[src/rtl/tmds_channel_encoder.sv]
`default_nettype none
// ============================================================================
// Module      : tmds_channel_encoder (with tm_choice transition-minimisation stage)
// Description : Single-channel TMDS 8b/10b encoder with running-disparity DC
//               balancing and control tokens. Optional disparity monitor
//               enabled by defining TMDS_DISPARITY_MON_EN.
// Revision    : 1.0 - initial release
// ============================================================================

module tm_choice (
   input  logic [7:0] data_in,
   output logic [8:0] q_m
);

   logic [3:0] w_ones;
   logic       w_use_xnor;
   logic [8:0] w_chain;

   always_comb begin
      w_ones = 4'd0;
      for (int i = 0; i < 8; i++) begin
         w_ones = w_ones + {3'd0, data_in[i]};
      end
      // XNOR chaining is chosen for dense words to minimise transitions.
      w_use_xnor = (w_ones > 4'd4) || ((w_ones == 4'd4) && !data_in[0]);
      w_chain    = 9'd0;
      w_chain[0] = data_in[0];
      for (int i = 1; i < 8; i++) begin
         w_chain[i] = w_use_xnor ? ~(w_chain[i-1] ^ data_in[i])
                                 :  (w_chain[i-1] ^ data_in[i]);
      end
      w_chain[8] = ~w_use_xnor;
   end

   assign q_m = w_chain;

endmodule

module tmds_channel_encoder #(
   parameter int CNT_WIDTH = 5
) (
   input  logic       clk_in,
   input  logic       rst_n_in,
   input  logic [7:0] data_in,
   input  logic [1:0] ctrl_in,
   input  logic       ve_in,
   output logic [9:0] tmds_out
`ifdef TMDS_DISPARITY_MON_EN
   ,
   output logic [CNT_WIDTH-1:0] disparity_out,
   output logic                 disparity_err
`endif
);

   localparam logic [9:0] c_TOKEN_00 = 10'b1101010100;
   localparam logic [9:0] c_TOKEN_01 = 10'b0010101011;
   localparam logic [9:0] c_TOKEN_10 = 10'b0101010100;
   localparam logic [9:0] c_TOKEN_11 = 10'b1010101011;

   logic [8:0]                  w_q_m;
   logic [8:0]                  r_q_m;
   logic                        r_ve;
   logic [1:0]                  r_ctrl;
   logic [3:0]                  w_n1;
   logic                        w_case_a;
   logic                        w_case_b;
   logic signed [CNT_WIDTH-1:0] w_diff;
   logic signed [CNT_WIDTH-1:0] w_delta;
   logic signed [CNT_WIDTH-1:0] w_cnt_next;
   logic signed [CNT_WIDTH-1:0] r_cnt;
   logic [9:0]                  w_video_sym;
   logic [9:0]                  w_ctrl_sym;
   logic [9:0]                  r_tmds;

   tm_choice u_tm_choice (
      .data_in (data_in),
      .q_m     (w_q_m)
   );

   always_ff @(posedge clk_in or negedge rst_n_in) begin
      if (!rst_n_in) begin
         r_q_m  <= 9'd0;
         r_ve   <= 1'b0;
         r_ctrl <= 2'b00;
      end else begin
         r_q_m  <= w_q_m;
         r_ve   <= ve_in;
         r_ctrl <= ctrl_in;
      end
   end

   always_comb begin
      w_n1 = 4'd0;
      for (int i = 0; i < 8; i++) begin
         w_n1 = w_n1 + {3'd0, r_q_m[i]};
      end
   end

   // N1 - N0 == 2*N1 - 8
   assign w_diff   = CNT_WIDTH'({w_n1, 1'b0}) - CNT_WIDTH'(8);
   assign w_case_a = (r_cnt == '0) || (w_n1 == 4'd4);
   assign w_case_b = (!r_cnt[CNT_WIDTH-1] && (w_n1 > 4'd4)) ||
                     ( r_cnt[CNT_WIDTH-1] && (w_n1 < 4'd4));

   always_comb begin
      w_video_sym = 10'd0;
      w_delta     = '0;
      if (w_case_a) begin
         w_video_sym = {~r_q_m[8], r_q_m[8], r_q_m[8] ? r_q_m[7:0] : ~r_q_m[7:0]};
         w_delta     = r_q_m[8] ? w_diff : -w_diff;
      end else if (w_case_b) begin
         w_video_sym = {1'b1, r_q_m[8], ~r_q_m[7:0]};
         w_delta     = (r_q_m[8] ? CNT_WIDTH'(2) : '0) - w_diff;
      end else begin
         w_video_sym = {1'b0, r_q_m[8], r_q_m[7:0]};
         w_delta     = w_diff - (r_q_m[8] ? '0 : CNT_WIDTH'(2));
      end
   end

   assign w_cnt_next = r_cnt + w_delta;

   always_comb begin
      w_ctrl_sym = c_TOKEN_00;
      case (r_ctrl)
         2'b00:   w_ctrl_sym = c_TOKEN_00;
         2'b01:   w_ctrl_sym = c_TOKEN_01;
         2'b10:   w_ctrl_sym = c_TOKEN_10;
         default: w_ctrl_sym = c_TOKEN_11;
      endcase
   end

   // Blanking forces disparity back to zero so each video run starts balanced.
   always_ff @(posedge clk_in or negedge rst_n_in) begin
      if (!rst_n_in) begin
         r_tmds <= 10'd0;
         r_cnt  <= '0;
      end else if (r_ve) begin
         r_tmds <= w_video_sym;
         r_cnt  <= w_cnt_next;
      end else begin
         r_tmds <= w_ctrl_sym;
         r_cnt  <= '0;
      end
   end

   assign tmds_out = r_tmds;

`ifdef TMDS_DISPARITY_MON_EN
   localparam logic signed [CNT_WIDTH:0] c_DISP_LIM = 10;

   logic signed [CNT_WIDTH:0] w_sum_wide;
   logic                      w_over;
   logic                      r_err;

   // One extra bit so an out-of-range sum is seen before it wraps.
   assign w_sum_wide = {r_cnt[CNT_WIDTH-1], r_cnt} + {w_delta[CNT_WIDTH-1], w_delta};
   assign w_over     = (w_sum_wide > c_DISP_LIM) || (w_sum_wide < -c_DISP_LIM);

   always_ff @(posedge clk_in or negedge rst_n_in) begin
      if (!rst_n_in) begin
         r_err <= 1'b0;
      end else if (r_ve && w_over) begin
         r_err <= 1'b1;
      end
   end

   assign disparity_out = r_cnt;
   assign disparity_err = r_err;
`endif

endmodule

`default_nettype wire

[config.mk]
export PLATFORM = sky130hd
export DESIGN_NAME = tmds_channel_encoder
export DESIGN_NICKNAME = d
export VERILOG_FILES = /design/src/rtl/tmds_channel_encoder.sv
export SDC_FILE = /design/constraint.sdc
export NUM_CORES = 1
export LEC_CHECK = 0
export BUFFER_PORTS_ARGS = -buffer_cell sky130_fd_sc_hd__buf_2
export CAP_MARGIN = 20
export CORE_UTILIZATION = 52
export CTS_CLUSTER_SIZE = 40
export DETAILED_ROUTE_END_ITERATION = 10
export PLACE_DENSITY = 0.75
export SLEW_MARGIN = 0
export SYNTH_ARGS = -nofsm -noshare
export SYNTH_HDL_FRONTEND = slang
export SYNTH_HIERARCHICAL = 1
export SYNTH_SLANG_ARGS = --single-unit
[constraint.sdc]
create_clock -name clk_in -period 5.3 [get_ports clk_in]
set_clock_uncertainty 0.15 [all_clocks]
set_input_delay 0.265 -clock clk_in [delete_from_list [all_inputs] [get_ports clk_in]]
set_output_delay 0.265 -clock clk_in [all_outputs]
set_load 0.005 [all_outputs]
After elaboration in Yosys (flattened, before gate mapping)
Index checks and enable logic that the tools add are counted.
{"block": "totals", "out_inout_bits": 10, "register_bits": 27, "word_cells": 76}
{"block": "classes", "n_mux": 18, "n_addsub": 19, "reduce_logical": 10, "magnitude_cmp": 3, "eq_ne": 4, "bitwise_logic": 17}
{"cell": "$add A4 B1 Y4", "count": 10}
{"cell": "$mux W10", "count": 3}
{"cell": "$pmux W10 S3", "count": 1}
{"cell": "$mux W5", "count": 4}
{"cell": "$not A1 Y1", "count": 9}
{"cell": "$eq A4 B3 Y1 const B", "count": 2}
{"cell": "$gt A4 B3 Y1 const B", "count": 2}
{"cell": "$mux W8", "count": 1}
{"cell": "$not A8 Y8", "count": 1}
{"cell": "$mux W1", "count": 7}
{"cell": "$xor A1 B1 Y1", "count": 7}
{"cell": "$add A5 B5 Y5", "count": 1}
{"cell": "$logic_not A5 Y1", "count": 1}
{"cell": "$neg A5 Y5", "count": 1}
{"cell": "$sub A2 B5 Y5", "count": 1}
{"cell": "$sub A5 B2 Y5", "count": 1}
{"cell": "$sub A5 B4 Y5 const B", "count": 1}
{"cell": "$add A1 B1 Y2", "count": 2}
{"cell": "$add A3 B1 Y4", "count": 1}
{"cell": "$lt A4 B3 Y1 const B", "count": 1}
{"cell": "$mux W2", "count": 2}
{"cell": "$add A2 B1 Y3", "count": 1}
{"cell": "$logic_and A1 B1 Y1", "count": 3}
{"cell": "$logic_or A1 B1 Y1", "count": 3}
{"cell": "other kinds (4)", "count": 5}

Logic depth before layout (Yosys ltp)
Gate-level depths: netlist (run 1).
{"block": "depth", "depth_word": 29, "mapped_depth": 20, "ltp_nobuf": 20}

Hierarchy
Netlist (run 1), hierarchy kept.
{"module": "tmds_channel_encoder", "n_inst": 1, "area_per_inst_um2": 1584.0, "cells_each": 143}
{"module": "tm_choice", "n_inst": 1, "area_per_inst_um2": 310.3, "cells_each": 29}

Worst setup path after synthesis (run 1)
OpenSTA, ideal clock, no wires.
{"block": "synth_path", "kind": "register -> register", "startpoint": "register r_q_m[0]", "endpoint": "register r_cnt[4]", "path_slack_ps": 330, "synth_period_minus_slack_ps": 4970, "required_time_ps": 5071, "stages_incl_launch_ff": 19, "arrival_ps": 4741, "cell_sequence": "dfrtp_1 -> fa_1 -> inv_1 -> fa_1 -> fa_1 -> inv_1 -> ha_1 -> fa_1 -> inv_1 -> ha_1 -> o31ai_4 -> nor3_1 -> o31ai_1 -> xor2_1 -> ha_1 -> a21oi_1 -> xnor2_1 -> or2_2 -> mux2i_1"}
{"block": "synth_via", "elab_chain_cells": 14}
{"element": "from (decl)", "line": "61", "source": "logic [8:0] r_q_m;"}
{"element": "from (signal assigned)", "line": "86", "source": "r_q_m <= w_q_m;"}
{"element": "$add A1 B1 Y2 *", "line": "95", "source": "w_n1 = w_n1 + {3'd0, r_q_m[i]};"}
{"element": "$add A2 B1 Y3 *", "line": "95"}
{"element": "$add A3 B1 Y4 *", "line": "95"}
{"element": "$add A4 B1 Y4 * (4 in series)", "line": "95"}
{"element": "parallel branches: the longest is 4 deep, another holds $sub A5 B4 Y5"}
{"element": "$mux W5 *", "line": "108", "source": "if (w_case_a) begin"}
{"element": "$add A5 B5 Y5 *", "line": "120", "source": "assign w_cnt_next = r_cnt + w_delta;"}
{"element": "$mux W5 *", "line": "137", "source": "end else if (r_ve) begin"}
{"element": "to (signal assigned)", "line": "139", "source": "r_cnt <= w_cnt_next;"}
{"element": "to (decl)", "line": "70", "source": "logic signed [CNT_WIDTH-1:0] r_cnt;"}
Every way passes the cells marked *.

Worst setup path after layout (run 1)
Same ends and word-level chain as after synthesis.

==> results of run 1 <==
==> cell usage after synthesis, types with 3 or more instances <==
cell type,n,area (µm²)
nand2_1,6,22.52
mux2i_1,3,30.03
o21ai_0,9,45.04
inv_1,24,90.09
or3_1,7,43.79
fa_1,9,180.2
xor2_1,3,26.28
xnor2_1,9,78.83
nor2_1,3,11.26
dfrtp_1,26,650.6
nor3_1,5,25.02
a31oi_1,8,50.05
ha_1,20,250.2
a21oi_1,7,35.03
==> sequential cells by signal, summed over array words and instances (netlist names) <==
name      cells
r_q_m         9
r_ctrl        2
tmds_out     10
r_ve          1
r_cnt         4
==> worst max path at each step <==
stage | from | to | depth (start not counted)
global route | r_q_m[0] | r_cnt[4] | 19
global placement | r_q_m[0] | r_cnt[4] | 18
CTS | r_q_m[0] | r_cnt[4] | 18
finish | r_q_m[0] | r_cnt[4] | 18
detailed placement | r_q_m[0] | r_cnt[4] | 18
floorplan | r_q_m[0] | r_cnt[4] | 18
==> per-stage QoR <==
| step | setup TNS, ns | setup slack [ns] | cell area [µm²] |
|---|---|---|---|
| after detailed placement | 0 | 0.01622 | 2042 |
| after global placement | 0 | 0.1800 | 2042 |
| after floorplan | 0 | 0.3298 | 1894 |
| after global routing | -0.02688 | -0.02688 | 2193 |
| final | 0 | 0.1813 | 2193 |
| after CTS | 0 | 0.01931 | 2152 |
==> timing repair <==
item / CTS / global route
hold buffers: 5 / 0
pin swaps: 2 / 3
endpoints found under the hold margin: 30 / 0
endpoints found under the setup margin: 1 / 3
buffers inserted: 1 / 3
resized for setup: 0 / 6
==> kinds of logic (layout without fill, tap and decap cells) <==
kind of cell | count (synthesis) | after routing | share of synthesized area (%)
compound gates | 36 | 36 | 13.94
xor+xnor | 16 | 16 | 9.776
fa+ha+maj | 29 | 29 | 22.72
buf+inv | 28 | 60 | 6.209
flops | 26 | 26 | 34.35
mux | 4 | 4 | 2.180
simple gates | 33 | 33 | 10.83
==> per-layer routing <==
metal	GRT usage, %	vias to the layer above	wire length (µm)
met3	2.206	4	95
li1	-	652	-
met5	0	-	0
met2	34.34	28	1706
met4	9.593	0	64
met1	23.53	625	1451
==> cell type report <==
cell class	count	area, µm²	share of cell area, %
multi-input combinational	118	1145	52.20
sequential	26	650.6	29.66
timing repair buffer	32	197.7	9.013
inverter	24	90.09	4.107
tap	46	57.56	2.624
clock inverter	1	30.03	1.369
clock buffer	3	22.52	1.027
==> impl_metrics.json, run 1 <==
{
  "drc_errors": 0,
  "dp.cells": 237,
  "crit_type": "reg -> reg",
  "slew_violations": 0,
  "final_common_cell": "dfrtp_1",
  "clk_path_buf_depth": 2,
  "wl_per_cell_um": 13.27,
  "crit_chain": "fa_1 -> inv_1 -> fa_1 -> fa_1 -> inv_1 -> ha_1 -> fa_2 -> inv_2 -> ha_4 -> o31ai_4 -> nor3_1 -> o31ai_1 -> xor2_1 -> ha_1 -> a21oi_2 -> xnor2_1 -> or2_2 -> mux2i_1",
  "antenna_found_initial": 0,
  "maxCapViolCount": 0,
  "regToRegSetupSlack_ns": 0.18,
  "avgSynthCellArea_um2": 11.01,
  "nets": 247,
  "hp-class": "in -> reg",
  "worstPathRequired_ns": 5.40,
  "cts_tree": "built",
  "yosys_warnings": 6,
  "cts_buffers": 3,
  "via_count": 1309,
  "setup_viol": 0,
  "initial_utilization_pct": 55.46,
  "path_buf_inv": 3,
  "grt_pass1_wl_mm": 5.865,
  "grt_pass1_vias": 1358,
  "clk_latency_ns": 0.33,
  "status": "completed",
  "htree_num_levels": 1,
  "cp.arrival_ns": 5.22,
  "drive_above_1_share_pct": 24.51,
  "io_buffers": 22,
  "dp.final_hpwl_mm": 2.622,
  "die_x_um": 62.36,
  "fillerInstances": 280,
  "grt_overflow": 0,
  "ios": 23,
  "area_growth_pct": 15.79,
  "ys_seq_elements": 26,
  "routabilityCongestion": 0.9042,
  "netlist_instances": 172,
  "root_buffer": "clkbuf_4",
  "firstDrtPassIters": 4,
  "die_area_um2": 3888,
  "final.min_clock_period_ns": 5.119,
  "min_from": "data_in[4]",
  "grt_max_degree": 27,
  "layout.cells.non_filler": 250,
  "viasPerCell": 5.236,
  "holdPathStages": 2,
  "reg2reg_depth": 18,
  "crit_top_cell": "fa_1",
  "critPathTopFamily": "adder cells",
  "ys.flop_type": "dfrtp_1",
  "end_kind": "flip-flop",
  "grt_usage_pct": 19.48,
  "path_clk_slew_ns": 0.13,
  "final_cell_mix": "dfrtp_1 (26), inv_1 (23), buf_2 (22), ha_1 (19)",
  "synthesis.area_um2": 1894,
  "relSlewSlack_pct": 57.86,
  "fmax_ghz": 0.1954,
  "fp.dieH_um": 62.36,
  "finalHoldViolCount": 0,
  "yosysUniqueCellTypes": 41,
  "yosysSeqAreaShare_pct": 34.35,
  "synth_fp_nets": 214,
  "finish.utilization_pct": 64.21,
  "rows": 21,
  "min_period_over_period_pct": 96.58,
  "holdWs_ns": 0.02783,
  "worstPathMaxFanout": 5,
  "r2r_end": "r_cnt[4]",
  "synth_edf_count": 0,
  "wl_mm": 3.317,
  "slowest_delay_ns": 0.60,
  "detail-route-antenna-nets": 0,
  "cts.sinks": 26,
  "start_kind": "flip-flop",
  "synth-async-reset-ratio_pct": 100.0,
  "diodes": 0,
  "design.core.area_um2": 3416,
  "dr.first_iter.drc_count": 25,
  "tightest_slew_ns": 0.6273,
  "min_to": "r_q_m[4]",
  "slowest_stage": "fa_2",
  "reg2reg_from": "r_q_m[0]"
}
Power of run 1 is not shown: default switching activity piles up to over one toggle a cycle in this logic, so the estimate is an artifact.
==> run 2, diff against run 1 <==
--- a/config.mk
+++ b/config.mk
@@ -7,10 +7,12 @@
 export LEC_CHECK = 0
 export BUFFER_PORTS_ARGS = -buffer_cell sky130_fd_sc_hd__buf_2
 export CAP_MARGIN = 20
-export CORE_UTILIZATION = 52
+export CELL_PAD_IN_SITES_DETAIL_PLACEMENT = 0
+export CELL_PAD_IN_SITES_GLOBAL_PLACEMENT = 1
+export CORE_UTILIZATION = 41
 export CTS_CLUSTER_SIZE = 40
 export DETAILED_ROUTE_END_ITERATION = 10
-export PLACE_DENSITY = 0.75
+export PLACE_DENSITY_LB_ADDON = 0.1
 export SLEW_MARGIN = 0
 export SYNTH_ARGS = -nofsm -noshare
 export SYNTH_HDL_FRONTEND = slang
==> impl_metrics.json, run 2 (synthesized netlist as in run 1, its figures left out) <==
{
  "status": "completed",
  "finalHoldViolCount": 0,
  "die_area_um2": 4896,
  "crit_type": "reg -> reg",
  "worstPathMaxFanout": 4,
  "final_common_cell": "dfrtp_1",
  "path_clk_slew_ns": 0.10,
  "slowest_delay_ns": 0.53,
  "holdWs_ns": 0.02336,
  "cts.sinks": 26,
  "firstDrtPassIters": 6,
  "setup_viol": 0,
  "rsz0062_at_grt": "false",
  "diodes": 0,
  "routabilityCongestion": 0.8858,
  "final.min_clock_period_ns": 5.024,
  "tightest_slew_ns": 0.6134,
  "min_period_over_period_pct": 94.79,
  "initial_utilization_pct": 43.21,
  "detail-route-antenna-nets": 0,
  "die_x_um": 69.97,
  "hp-class": "in -> reg",
  "final_cell_mix": "dfrtp_1 (26), inv_1 (23), buf_2 (22), ha_1 (19), xnor2_1 (9)",
  "antenna_found_initial": 0,
  "htree_num_levels": 1,
  "fp.dieH_um": 69.97,
  "grt_pass1_wl_mm": 6.437,
  "root_buffer": "clkbuf_8",
  "wl_per_cell_um": 13.79,
  "worstPathRequired_ns": 5.34,
  "cp.arrival_ns": 5.07,
  "design.core.area_um2": 4384,
  "drc_errors": 0,
  "slew_violations": 0,
  "grt_max_degree": 27,
  "io_buffers": 22,
  "placed_area_um2": 2057,
  "ios": 23,
  "area_growth_pct": 16.64,
  "rows": 24,
  "critPathTopFamily": "adder cells",
  "drive_above_1_share_pct": 24.63,
  "design_area_um2": 2210,
  "cts_tree": "built",
  "dr.first_iter.drc_count": 57,
  "maxCapViolCount": 0,
  "clk_path_buf_depth": 2,
  "setup_tns_ns": 0,
  "largest_reg_flops": 10,
  "grt_pass1_vias": 1380,
  "fmax_ghz": 0.1991,
  "grt_usage_pct": 16.54,
  "dp.final_hpwl_mm": 2.812,
  "via_count": 1300,
  "grt_overflow": 0,
  "end_kind": "flip-flop",
  "clk_latency_ns": 0.27,
  "nets": 246,
  "crit_chain": "fa_1 -> inv_1 -> fa_1 -> fa_1 -> inv_1 -> ha_1 -> fa_2 -> xnor2_2 -> ha_1 -> nand2_1 -> o31a_2 -> a21boi_1 -> o31ai_1 -> xor2_1 -> ha_1 -> a21oi_2 -> xnor2_1 -> or2_2 -> mux2i_1",
  "wl_mm": 3.516,
  "path_buf_inv": 2,
  "slowest_stage": "fa_1",
  "cts_buffers": 3,
  "relSlewSlack_pct": 58.79,
  "start_kind": "flip-flop",
  "viasPerCell": 5.098
}
==> run 2: layout make-up <==
class,instances,area (µm²)
clock inverters,1,30.03
flip-flops and latches,26,650.6
well taps,52,65.06
repair buffers,31,187.7
inverters,24,90.09
multi-input cells,118,1145
clock buffers,3,41.29
fillers,411,2175
==> run 2: timing repair <==
action	CTS	global route
setup endpoints to repair	0	3
hold endpoints to repair	29	0
gates resized for setup	0	7
hold buffers	4	0
buffers inserted	0	3
==> run 2: through the flow <==
| step | utilization, % | instances | worst slack [ns] |
|---|---|---|---|
| floorplan | - | 172 | 0.3298 |
| CTS | 49.46 | 252 | 0.08080 |
| global placement | 46.92 | 244 | 0.2192 |
| finish | 50.40 | 255 | 0.2764 |
| global route | 50.40 | 255 | 0.004316 |
| detailed placement | 46.92 | 244 | 0.1431 |
==> run 2: worst paths after layout <==
path                                  from     endpoint  slack (ns)  cells past startpoint
worst max-delay path              r_q_m[0]     r_cnt[4]        0.28                     19
min in group asynchronous         rst_n_in  tmds_out[3]        0.37                      2
worst min register to register    r_q_m[4]  tmds_out[4]        0.43                      2
worst max register to register    r_q_m[0]     r_cnt[4]        0.28                     19
max in group asynchronous         rst_n_in     r_cnt[1]        4.24                      2
worst min-delay path            data_in[0]     r_q_m[0]        0.02                      1
==> run 2: worst register-to-register path: stages, from the launching register on <==
cell and delay [ns]:
dfrtp_1 0.42, fa_1 0.53, inv_1 0.05, fa_1 0.45, fa_1 0.50, inv_1 0.04
ha_1 0.20, fa_2 0.38, xnor2_2 0.16, ha_1 0.20, nand2_1 0.13, o31a_2 0.22
a21boi_1 0.08, o31ai_1 0.30, xor2_1 0.20, ha_1 0.29, a21oi_2 0.15, xnor2_1 0.09
or2_2 0.27, mux2i_1 0.13
==> run 2: per-layer routing <==
layer,routed length (µm),GRT usage [%],vias up
met3,131,2.597,2
li1,-,-,651
met4,11,2.667,0
met1,1717,22.50,626
met5,0,0,-
met2,1656,28.31,21
Power of run 2 is left out for the same reason.
